--- config.mk ---
export PLATFORM = sky130hd
export DESIGN_NAME = hpdcache_gnt_mux_buf
export DESIGN_NICKNAME = d
export VERILOG_FILES = /design/src/rtl/hpdcache_gnt_mux_pkg.sv /design/src/rtl/hpdcache_fifo2.sv /design/src/rtl/hpdcache_gnt_mux_buf.sv
export SDC_FILE = /design/constraint.sdc
export NUM_CORES = 1
export LEC_CHECK = 0
export CORE_MARGIN = 1.5
export CORE_UTILIZATION = 35
export CTS_CLUSTER_SIZE = 30
export DETAILED_ROUTE_END_ITERATION = 8
export PLACE_DENSITY_LB_ADDON = 0.2
export SYNTH_ARGS = -nofsm -noshare
export SYNTH_HDL_FRONTEND = slang
export SYNTH_SLANG_ARGS = --single-unit
--- constraint.sdc ---
create_clock -name clk_i -period 6.6 [get_ports clk_i]
set_input_delay 0.99 -clock clk_i [delete_from_list [all_inputs] [get_ports clk_i]]
set_output_delay 0.99 -clock clk_i [all_outputs]
set_load 0.02 [all_outputs]
--- src/rtl/hpdcache_gnt_mux_pkg.sv ---
// Shared types and helpers for the grant-driven payload mux.
// Buffer state encoding and one-hot to index conversion.
package hpdcache_gnt_mux_pkg;

  localparam int unsigned MAX_N = 64;

  typedef enum logic [1:0] {
    EMPTY = 2'd0,
    ONE   = 2'd1,
    FULL  = 2'd2
  } buf_state_e;

  function automatic int unsigned onehot_to_idx(
    input logic [MAX_N-1:0] v
  );
    int unsigned idx;
    idx = 0;
    for (int i = MAX_N - 1; i >= 0; i--) begin
      if (v[i]) idx = unsigned'(i);
    end
    return idx;
  endfunction

endpackage

--- src/rtl/hpdcache_fifo2.sv ---
// Generic 2-entry registered FIFO with async active-high reset.
// Head is always a register, so rdata never glitches on push.
module hpdcache_fifo2
  import hpdcache_gnt_mux_pkg::*;
#(
  parameter int unsigned WIDTH = 32
) (
  input  logic             clk_i,
  input  logic             rst_i,
  input  logic             push_i,
  input  logic             pop_i,
  input  logic [WIDTH-1:0] wdata_i,
  output logic [WIDTH-1:0] rdata_o,
  output logic             valid_o,
  output logic             full_o
);

  buf_state_e       state_q, state_d;
  logic [WIDTH-1:0] head_q, head_d;
  logic [WIDTH-1:0] tail_q, tail_d;

  // State and entry registers; reset discards all entries.
  always_ff @(posedge clk_i or posedge rst_i) begin
    if (rst_i) begin
      state_q <= EMPTY;
      head_q  <= '0;
      tail_q  <= '0;
    end else begin
      state_q <= state_d;
      head_q  <= head_d;
      tail_q  <= tail_d;
    end
  end

  // Next-state: push lands in head when it is free, else tail.
  always_comb begin
    state_d = state_q;
    head_d  = head_q;
    tail_d  = tail_q;
    case (state_q)
      EMPTY: begin
        if (push_i) begin
          head_d  = wdata_i;
          state_d = ONE;
        end
      end
      ONE: begin
        if (push_i && pop_i) begin
          head_d = wdata_i;
        end else if (push_i) begin
          tail_d  = wdata_i;
          state_d = FULL;
        end else if (pop_i) begin
          state_d = EMPTY;
        end
      end
      FULL: begin
        if (pop_i) begin
          head_d  = tail_q;
          state_d = ONE;
        end
      end
      default: state_d = EMPTY;
    endcase
  end

  assign rdata_o = head_q;
  assign valid_o = (state_q != EMPTY);
  assign full_o  = (state_q == FULL);

endmodule

--- src/rtl/hpdcache_gnt_mux_buf.sv ---
// Grant mux feeding a 2-entry output buffer behind the arbiter.
// Optional source index: define HPDCACHE_GNT_MUX_SRC_ID_EN.
module hpdcache_gnt_mux_buf
  import hpdcache_gnt_mux_pkg::*;
#(
  parameter  int unsigned N  = 2,
  parameter  int unsigned W  = 32,
  localparam int unsigned SW = (N > 1) ? $clog2(N) : 1
) (
  input  logic           clk_i,
  input  logic           rst_i,
  input  logic [N-1:0]   req_valid_i,
  input  logic [N*W-1:0] req_data_i,
  output logic [N-1:0]   req_ready_o,
  input  logic [N-1:0]   gnt_i,
  output logic           arb_ready_o,
  output logic           out_valid_o,
  output logic [W-1:0]   out_data_o,
`ifdef HPDCACHE_GNT_MUX_SRC_ID_EN
  output logic [SW-1:0]  out_src_o,
`endif
  input  logic           out_ready_i
);

`ifdef HPDCACHE_GNT_MUX_SRC_ID_EN
  localparam int unsigned FW = W + SW;
`else
  localparam int unsigned FW = W;
`endif

  logic [N-1:0]  sel;
  logic [N-1:0]  sel_low;
  logic [W-1:0]  mux_data;
  logic          full;
  logic          push;
  logic          pop;
  logic [FW-1:0] wdata;
  logic [FW-1:0] rdata;

  assign sel     = gnt_i & req_valid_i;
  assign sel_low = sel & (~sel + N'(1));

  // Payload of the lowest granted-and-valid requester.
  always_comb begin
    mux_data = '0;
    for (int k = 0; k < N; k++) begin
      if (sel_low[k]) mux_data = req_data_i[k*W +: W];
    end
  end

  assign push = (|sel) & ~full & ~rst_i;
  assign pop  = out_valid_o & out_ready_i;

  assign req_ready_o = rst_i ? '0 : (sel_low & {N{~full}});
  assign arb_ready_o = push;

`ifdef HPDCACHE_GNT_MUX_SRC_ID_EN
  logic [SW-1:0] src_idx;
  assign src_idx = SW'(onehot_to_idx(MAX_N'(sel)));
  assign wdata   = {src_idx, mux_data};
  assign out_src_o  = rdata[W +: SW];
`else
  assign wdata   = mux_data;
`endif
  assign out_data_o = rdata[W-1:0];

  hpdcache_fifo2 #(
    .WIDTH (FW)
  ) u_fifo (
    .clk_i   (clk_i),
    .rst_i   (rst_i),
    .push_i  (push),
    .pop_i   (pop),
    .wdata_i (wdata),
    .rdata_o (rdata),
    .valid_o (out_valid_o),
    .full_o  (full)
  );

  // The arbiter must never present more than one grant.
  a_gnt_onehot: assert property (
    @(posedge clk_i) disable iff (rst_i) $onehot0(gnt_i)
  );

endmodule

Word level (Yosys, flattened, before mapping):

Cells that the tools add are included.

* flip-flop bits (word level): 66
* bits in latches: 0
* bits in writable memories: 0
* ROM bits: 0
* input bits: 71
* output and inout port bits: 36
* logic and storage cells: 42
* memories: 0

* $add $sub $neg: 1
* $mul: 0
* div/mod/pow operators: 0
* order comparisons: 0
* equality and inequality tests: 7
* shift-type cells: 0
* muxes and demuxes: 13
* bitwise logic cells: 10
* reductions and logical operators: 8

Operators by type and width (number)
* two-way mux 32 bit: 5
* one-hot mux 32 bit (3 select lines): 1
* two-way mux 2 bit: 6
* AND reduction 4 bit: 2
* bitwise AND 2 bit: 3
* inequality test 2 x 1 -> 1 bit (second input constant): 3
* one-hot mux 2 bit (3 select lines): 1
* bitwise AND 1 bit: 3
* inequality test 3 x 1 -> 1 bit (second input constant): 1
* inverter 1 bit: 3
* AND reduction 3 bit: 1
* nonzero test 3 bit: 1
* adder 2 x 1 -> 2 bit (second input constant): 1
* == test 2 x 1 -> 1 bit (second input constant): 1
* == test 2 bit (second input constant): 1
* logical NOT 2 bit: 1
* inequality test 2 bit (second input constant): 1
* inverter 2 bit: 1
* nonzero test 2 bit: 1
* OR reduction 2 bit: 1
* logical AND 1 bit: 1

Logic depth before layout (Yosys ltp):

Gate-level depths: netlist (run 1).

* depth after elaboration: 8
* depth in mapped cells: 6
* depth with buffers taken out: 4

Hierarchy:

From an unflattened synthesis (run 1), not the netlist that was laid out.

* cells, all modules: 308
* area, all modules: 3821.2 um2

By module, submodules not included
* hpdcache_fifo2: instances 1, cells an instance 186, area an instance 3175.5 um2, seq. area each 1651.6 um2
* hpdcache_gnt_mux_buf: instances 1, cells an instance 122, area an instance 645.6 um2, seq. area each 0.0 um2

Worst setup path before layout (run 1):

Ideal clock, no wire load.

* kind: input to output
* start point: in gnt_i[1]
* end point: out req_ready_o[1]
* arrival: 2.093 ns
* required time: 5.610 ns
* path slack: 3.517 ns
* stages on the path: 5
* buffers on the path: 2
* cell sequence: and2_1 -> clkbuf_1 -> clkbuf_1 -> nand2_1 -> nor3_1

* cells in the longest elaborated chain, start to end: 6

Ends and longest elaborated chain
* start: declaration: line hpdcache_gnt_mux_buf.sv:15 `input logic [N-1:0] gnt_i,`
* bitwise AND 2 bit *: line hpdcache_gnt_mux_buf.sv:40 `assign sel = gnt_i & req_valid_i;`
* inverter 2 bit: line hpdcache_gnt_mux_buf.sv:41 `assign sel_low = sel & (~sel + N'(1));`
* adder 2 x 1 -> 2 bit: line hpdcache_gnt_mux_buf.sv:41
* bitwise AND 2 bit *: line hpdcache_gnt_mux_buf.sv:41
* bitwise AND 2 bit *: line hpdcache_gnt_mux_buf.sv:54 `assign req_ready_o = rst_i ? '0 : (sel_low & {N{~full}});`
* two-way mux 2 bit *: line hpdcache_gnt_mux_buf.sv:54
* end: declaration: line hpdcache_gnt_mux_buf.sv:14 `output logic [N-1:0] req_ready_o,`

Mark *: on every way between the ends. The rest lies on a longest branch, timed or not.

Worst setup path in the final report (run 1):

* start point: in req_valid_i[0]
* end point: out req_ready_o[0]

* cells in the longest elaborated chain, start to end: 6

Ends and longest elaborated chain
* start: declaration: line hpdcache_gnt_mux_buf.sv:12 `input logic [N-1:0] req_valid_i,`
* bitwise AND 2 bit *: line hpdcache_gnt_mux_buf.sv:40
* inverter 2 bit: line hpdcache_gnt_mux_buf.sv:41
* adder 2 x 1 -> 2 bit: line hpdcache_gnt_mux_buf.sv:41
* bitwise AND 2 bit *: line hpdcache_gnt_mux_buf.sv:41
* bitwise AND 2 bit *: line hpdcache_gnt_mux_buf.sv:54
* two-way mux 2 bit *: line hpdcache_gnt_mux_buf.sv:54

Marks and branches as above.

==> reports/metrics.yaml, run 1 <==
placed_design:
  postPlaceCellArea_um2: 4420
  dp_slack_ps: 2350
  port_buffers: 106
  routabilityCongestion: 0.751
  dp_hpwl_mm: 5.50
final_layout:
  multi_input_comb_area_um2: 1510
  antenna_cells: 0
  synthToLayoutAreaGrowth_pct: 38.3
  regArea_um2: 1650
  final_area_um2: 4620
  fin_util_pct: 50.0
  final_nets: 504
  layout_common_cells: "106 x clkdlybuf4s50_1, 66 x dfrtp_1, 35 x nand2_1"
  fillerInstances: 875
  final_common_cell: "clkdlybuf4s50_1"
  drive_gt1_share_pct: 9.59
setup_path:
  arrival_ps: 3250
  crit_required_ps: 5610
  crit_path_start_kind: "input port"
  crit_start: "req_valid_i[0]"
  critPathKind: "input port to output pin"
  end_kind: "output pin"
  r2r_slack_ps: 4390
  r2r_cells: 3
  reg2reg_to: "u_fifo.rdata_o[18]$_DFFE_PP0P_"
  r2r_start: "u_fifo.state_q[1]$_DFFE_PP0P_"
  cp_max_fo: 34
clock_network:
  numCtsBuffers: 9
  clkSinkCount: 66
  post_cts_buffers: 0
  cts_resized: 0
  h-tree-depth: 3
  worstSkewPairLatency_ps: 340
  cts-root-buf: "clkbuf_8"
  clock_path_buffers: 2
  cts_tree: "yes"
  clk_pin_slew_worst_paths_ps: 70
  cts_hold_buf: 0
synth:
  synth_area_um2: 3340
  yosysWarnings: 0
  ys_ff_latch: 66
  synth_cells: 343
  yosysTopAreaCellShare_pct: 49.4
  yosys.area.top_type: "dfrtp_1"
  synth.yosys.seq_area_share_pct: 49.4
  ys_types: 28
  ys_top_cells_by_area: "dfrtp_1 49%, mux2_1 8.8%, a31oi_1 6.0%"
  synth_area_per_cell_um2: 9.75
  syn_nets: 414
drt:
  routed-via-count: 2830
  drtIter0Drc: 132
  wl_met3_um: 530
  routed.top_layer: "met4"
  wl_met1_mm: 3.80
  viasPerCell: 4.99
  drc: 0
  drt.antenna.violating_nets: 0
  wire_per_inst_um: 14.9
  firstDrtPassIters: 4
  met2WireLength_mm: 4.08
  routed_wl_mm: 8.47
timing:
  hold_violations: 0
  period_share_pct: 64.2
  finalCriticalPeriod_ps: 4240
  setup_viol: 0
  setup_slack_ps: 2360
  fmax_mhz: 236
  rsz0062_at_grt: "no"
  drv_slew: 0
  slew-limit-headroom_pct: 20.5
  worst_slew_pin_slew_ps: 1190
  tns_ps: 0
  skew_ps: 5.90
worst_hold_path:
  hold_path_end: "u_fifo.tail_q[17]$_DFFE_PP0P_"
  hold_path_depth: 2
  min-delay-start: "u_fifo.tail_q[17]$_DFFE_PP0P_"
  holdCritPathClass: "register to register"
global_route:
  grt_usage_pct: 18.3
  grt_pass1_vias: 2911
  grt_pass1_wl_mm: 14.4
  grt_max_degree: 67
  grt_antenna_before_repair: 0
  overflow: 0
power:
  leakagePower_nw: 2.10
  ir_worst_vdd_v: 0.000139
  power.density_nw_per_um2: 292
die:
  num_rows: 35
  initial_core_util_pct: 36.2
  fp.dieW_um: 101
  io_pins: 107
  dieArea_um2: 10100
  fp.dieH_um: 101
  coreArea_um2: 9240
outcome:
  status: "finished clean"
flow_run:
  max_cap_viol_count: 0
[critical path, stage by stage]
cell and delay, ps:
clkdlybuf4s50_1 1180, nand2_1 210, nor3_1 230, clkdlybuf4s50_1 630
[where the power goes]
part | internal, mW | switching (mW)
Clock | 0.185 | 0.159
Combinational | 0.222 | 0.209
Sequential | 0.514 | 0.0608
[cells by family after synthesis]
family	synth area share [%]
DFF	49.4
AOI/OAI and AO/OA	18.5
muxes	11.1
buffers and inverters	5.43
and+or+nand+nor	15.6
[worst max-delay path by stage]
stage                     end  slack (ps)  cells past startpoint
6_report       req_ready_o[0]        2360                      4
5_1_grt        req_ready_o[0]        2120                      4
4_1_cts        req_ready_o[0]        2350                      4
3_3_place_gp   req_ready_o[0]        2370                      4
3_5_place_dp      arb_ready_o        2350                      4
2_1_floorplan  req_ready_o[1]        3520                      5
[layer usage]
layer,GRT usage (%),up-vias
met5,0,-
li1,-,1405
met2,29.4,90
met4,4.55,0
met3,5.96,7
met1,24.0,1328
[cell usage after synthesis (all sizes together)]
library cell,n
a22oi,1
inv,1
and3,32
dfrtp,66
or4b,1
nand2b,1
nor2b,1
nor2,34
mux2i,1
and2b,1
o21ai,32
buf,17
a21oi,33
nand2,35
and2,1
o31a,1
clkbuf,14
a31oi,32
nor3,4
mux2,32
or2,1
o22ai,1
o2bb2ai,1
[area by class of cell]
cell class / instances / share of cell area (%)
clock buffers: 10 / 2.98
clock inverters: 6 / 1.43
inverters: 1 / 0.0812
multi-input cells: 245 / 32.7
flip-flops and latches: 66 / 35.7
well taps: 129 / 3.49
repair buffers: 110 / 23.6
[flip-flops by register name, summed over array words and instances (netlist names)]
name / flops
u_fifo.state_q: 2
u_fifo.tail_q: 32
u_fifo.rdata_o: 32
[stage by stage]
stage / total power [mW] / hold slack (ps) / instances
floorplan: 0.810 / 452 / 343
global placement: 1.01 / 460 / 551
detailed placement: 1.02 / 465 / 551
CTS: 1.37 / 482 / 567
global route: 1.44 / 510 / 567
finish: 1.35 / 479 / 567
No activity file was read; power rests on OpenSTA's default activity.
==> run 2: changes to the inputs <==
- clock period: 6.6 -> 3.8 ns (I/O delays scaled with it)
==> run 2 against run 1 <==
- via count increased by 0.81%
- die area unchanged
- clock skew increased by 0.76 ps
- cell area decreased by 0.54%
- clock power increased by 42%
- final cell count increased by 0.18%
- power increased by 66%
- wire length increased by 5.5%
- hold slack improved by 1.5 ps
- sequential cell count unchanged
- critical path type unchanged
- largest power group unchanged
==> reports/metrics.yaml, run 2 (synthesis gave the netlist of run 1 again) <==
outcome:
  status: "finished clean"
timing:
  fmax_mhz: 373
  hold_violations: 0  # unchanged
  setup_viol: 0  # unchanged
  rsz0062_at_grt: "no"
  whs_ps: 480  # +1.50 ps
  skew_ps: 6.66  # +0.761 ps
  finalCriticalPeriod_ps: 2680
  drv_slew: 0  # unchanged
  slew-limit-headroom_pct: 16.9  # -3.6 points
  tns_ps: 0  # unchanged
  worst_slew_pin_slew_ps: 1250  # +53.5 ps
  period_share_pct: 70.5
die:
  fp.dieW_um: 101  # unchanged
  coreArea_um2: 9240  # unchanged
  initial_core_util_pct: 36.2  # unchanged
  num_rows: 35  # unchanged
  io_pins: 107  # unchanged
  fp.dieH_um: 101  # unchanged
  dieArea_um2: 10100  # unchanged
setup_path:
  crit_path_start_kind: "input port"
  arrival_ps: 2110  # -1140 ps
  crit_required_ps: 3230  # -2380 ps
  cp_max_fo: 2  # -94%
  end_kind: "output pin"
  critPathKind: "input port to output pin"
global_route:
  grt_pass1_vias: 2772  # -4.8%
  overflow: 0  # unchanged
  grt_usage_pct: 18.3  # +0.026 points
  grt_pass1_wl_mm: 14.3  # -1.1%
  grt_antenna_before_repair: 0  # unchanged
  grt_max_degree: 65  # -3.0%
clock_network:
  clk_pin_slew_worst_paths_ps: 70  # about the same
  h-tree-depth: 3  # unchanged
  cts_tree: "yes"
  cts_resized: 0  # unchanged
  clock_path_buffers: 2  # unchanged
  clkSinkCount: 66  # unchanged
  post_cts_buffers: 0  # unchanged
  worstSkewPairLatency_ps: 340  # about the same
  cts_hold_buf: 0  # unchanged
  cts-root-buf: "clkbuf_8"
  numCtsBuffers: 9  # unchanged
drt:
  viasPerCell: 5.02  # +0.64%
  drtIter0Drc: 98  # -26%
  drc: 0  # unchanged
  wire_per_inst_um: 15.7  # +5.3%
  routed-via-count: 2853  # +0.81%
  firstDrtPassIters: 6  # +2
  drt.antenna.violating_nets: 0  # unchanged
  routed_wl_mm: 8.93  # +5.5%
placed_design:
  port_buffers: 106  # unchanged
  routabilityCongestion: 0.729  # -2.9%
  dp_hpwl_mm: 5.70  # +3.8%
final_layout:
  regArea_um2: 1650  # unchanged
  final_common_cell: "clkdlybuf4s50_1"
  layout_common_cells: "106 x clkdlybuf4s50_1, 66 x dfrtp_1, 35 x nand2_1"
  antenna_cells: 0  # unchanged
  synthToLayoutAreaGrowth_pct: 37.6
  fillerInstances: 887  # +1.4%
  drive_gt1_share_pct: 9.34  # -0.25 points
  final_nets: 506  # +0.40%
  multi_input_comb_area_um2: 1510  # unchanged
power:
  ir_worst_vdd_v: 0.000245  # +76%
  power.density_nw_per_um2: 487  # +67%
  leakagePower_nw: 2.11  # +0.11%
flow_run:
  max_cap_viol_count: 0  # unchanged
worst_hold_path:
  holdCritPathClass: "register to register"
run 2: cell count changes in the layout (fill, tap and decap cells not counted), sizes merged:
cell,delta
clkbuf,+1
clkinv,+2
bufinv,-1
buf,+2
clkinvlp,-3
run 2: per-layer routing:
metal | share of wire [%] | vias up | wire [µm] | track usage [%]
met5 | 0 | - | 0 | 0
met4 | 1.5 | 0 | 131 | 7.48
met3 | 4.3 | 10 | 382 | 3.61
met2 | 47 | 66 | 4240 | 28.7
met1 | 47 | 1370 | 4180 | 25.0
li1 | - | 1407 | - | -
run 2: layout make-up:
| cell class | instances | area share [%] |
|---|---|---|
| Sequential cell | 66 | 35.9 |
| Inverter | 1 | 0.0816 |
| Clock buffer | 11 | 2.86 |
| Multi-Input combinational cell | 245 | 32.9 |
| Timing Repair Buffer | 112 | 24.3 |
| Tap cell | 129 | 3.51 |
| Clock inverter | 4 | 0.435 |
run 2: where the power goes:
group	switching (mW)	total (mW)	internal, mW
clock network	0.258	0.487	0.229
logic	0.368	0.756	0.388
registers	0.105	0.999	0.894
total	0.730	2.24	1.51
run 2: path summary, 6_finish.rpt:
check / start / endpoint / cells past startpoint / slack [ps]
max: gnt_i[1] / req_ready_o[1] / 5 / 1120
min: u_fifo.tail_q[12]$_DFFE_PP0P_ / u_fifo.tail_q[12]$_DFFE_PP0P_ / 2 / 480
max reg2reg: u_fifo.state_q[1]$_DFFE_PP0P_ / u_fifo.rdata_o[14]$_DFFE_PP0P_ / 3 / 1580
min reg2reg: u_fifo.tail_q[12]$_DFFE_PP0P_ / u_fifo.tail_q[12]$_DFFE_PP0P_ / 2 / 480
max in group asynchronous: rst_i / u_fifo.tail_q[8]$_DFFE_PP0P_ / 3 / 2280
min in group asynchronous: rst_i / u_fifo.rdata_o[12]$_DFFE_PP0P_ / 2 / 870
run 2: worst max-delay path, stage by stage:
cell             delay [ps]
clkdlybuf4s50_1         490
and2_1                  180
nand2_1                  80
nor3_1                  150
clkdlybuf4s50_1         640
run 2: metrics by stage:
| stage | cell area [µm²] | std cells | setup WS [ps] | power (mW) | util, % |
|---|---|---|---|---|---|
| 6_report | 4600 | 568 | 1120 | 2.24 | 49.8 |
| 3_5_place_dp | 4450 | 553 | 856 | 1.78 | 48.1 |
| 4_1_cts | 4600 | 568 | 1090 | 2.27 | 49.8 |
| 3_3_place_gp | 4450 | 553 | 889 | 1.75 | 48.1 |
| 5_1_grt | 4600 | 568 | 1010 | 2.38 | 49.8 |
| 2_1_floorplan | 3340 | 343 | 1400 | 1.41 | - |
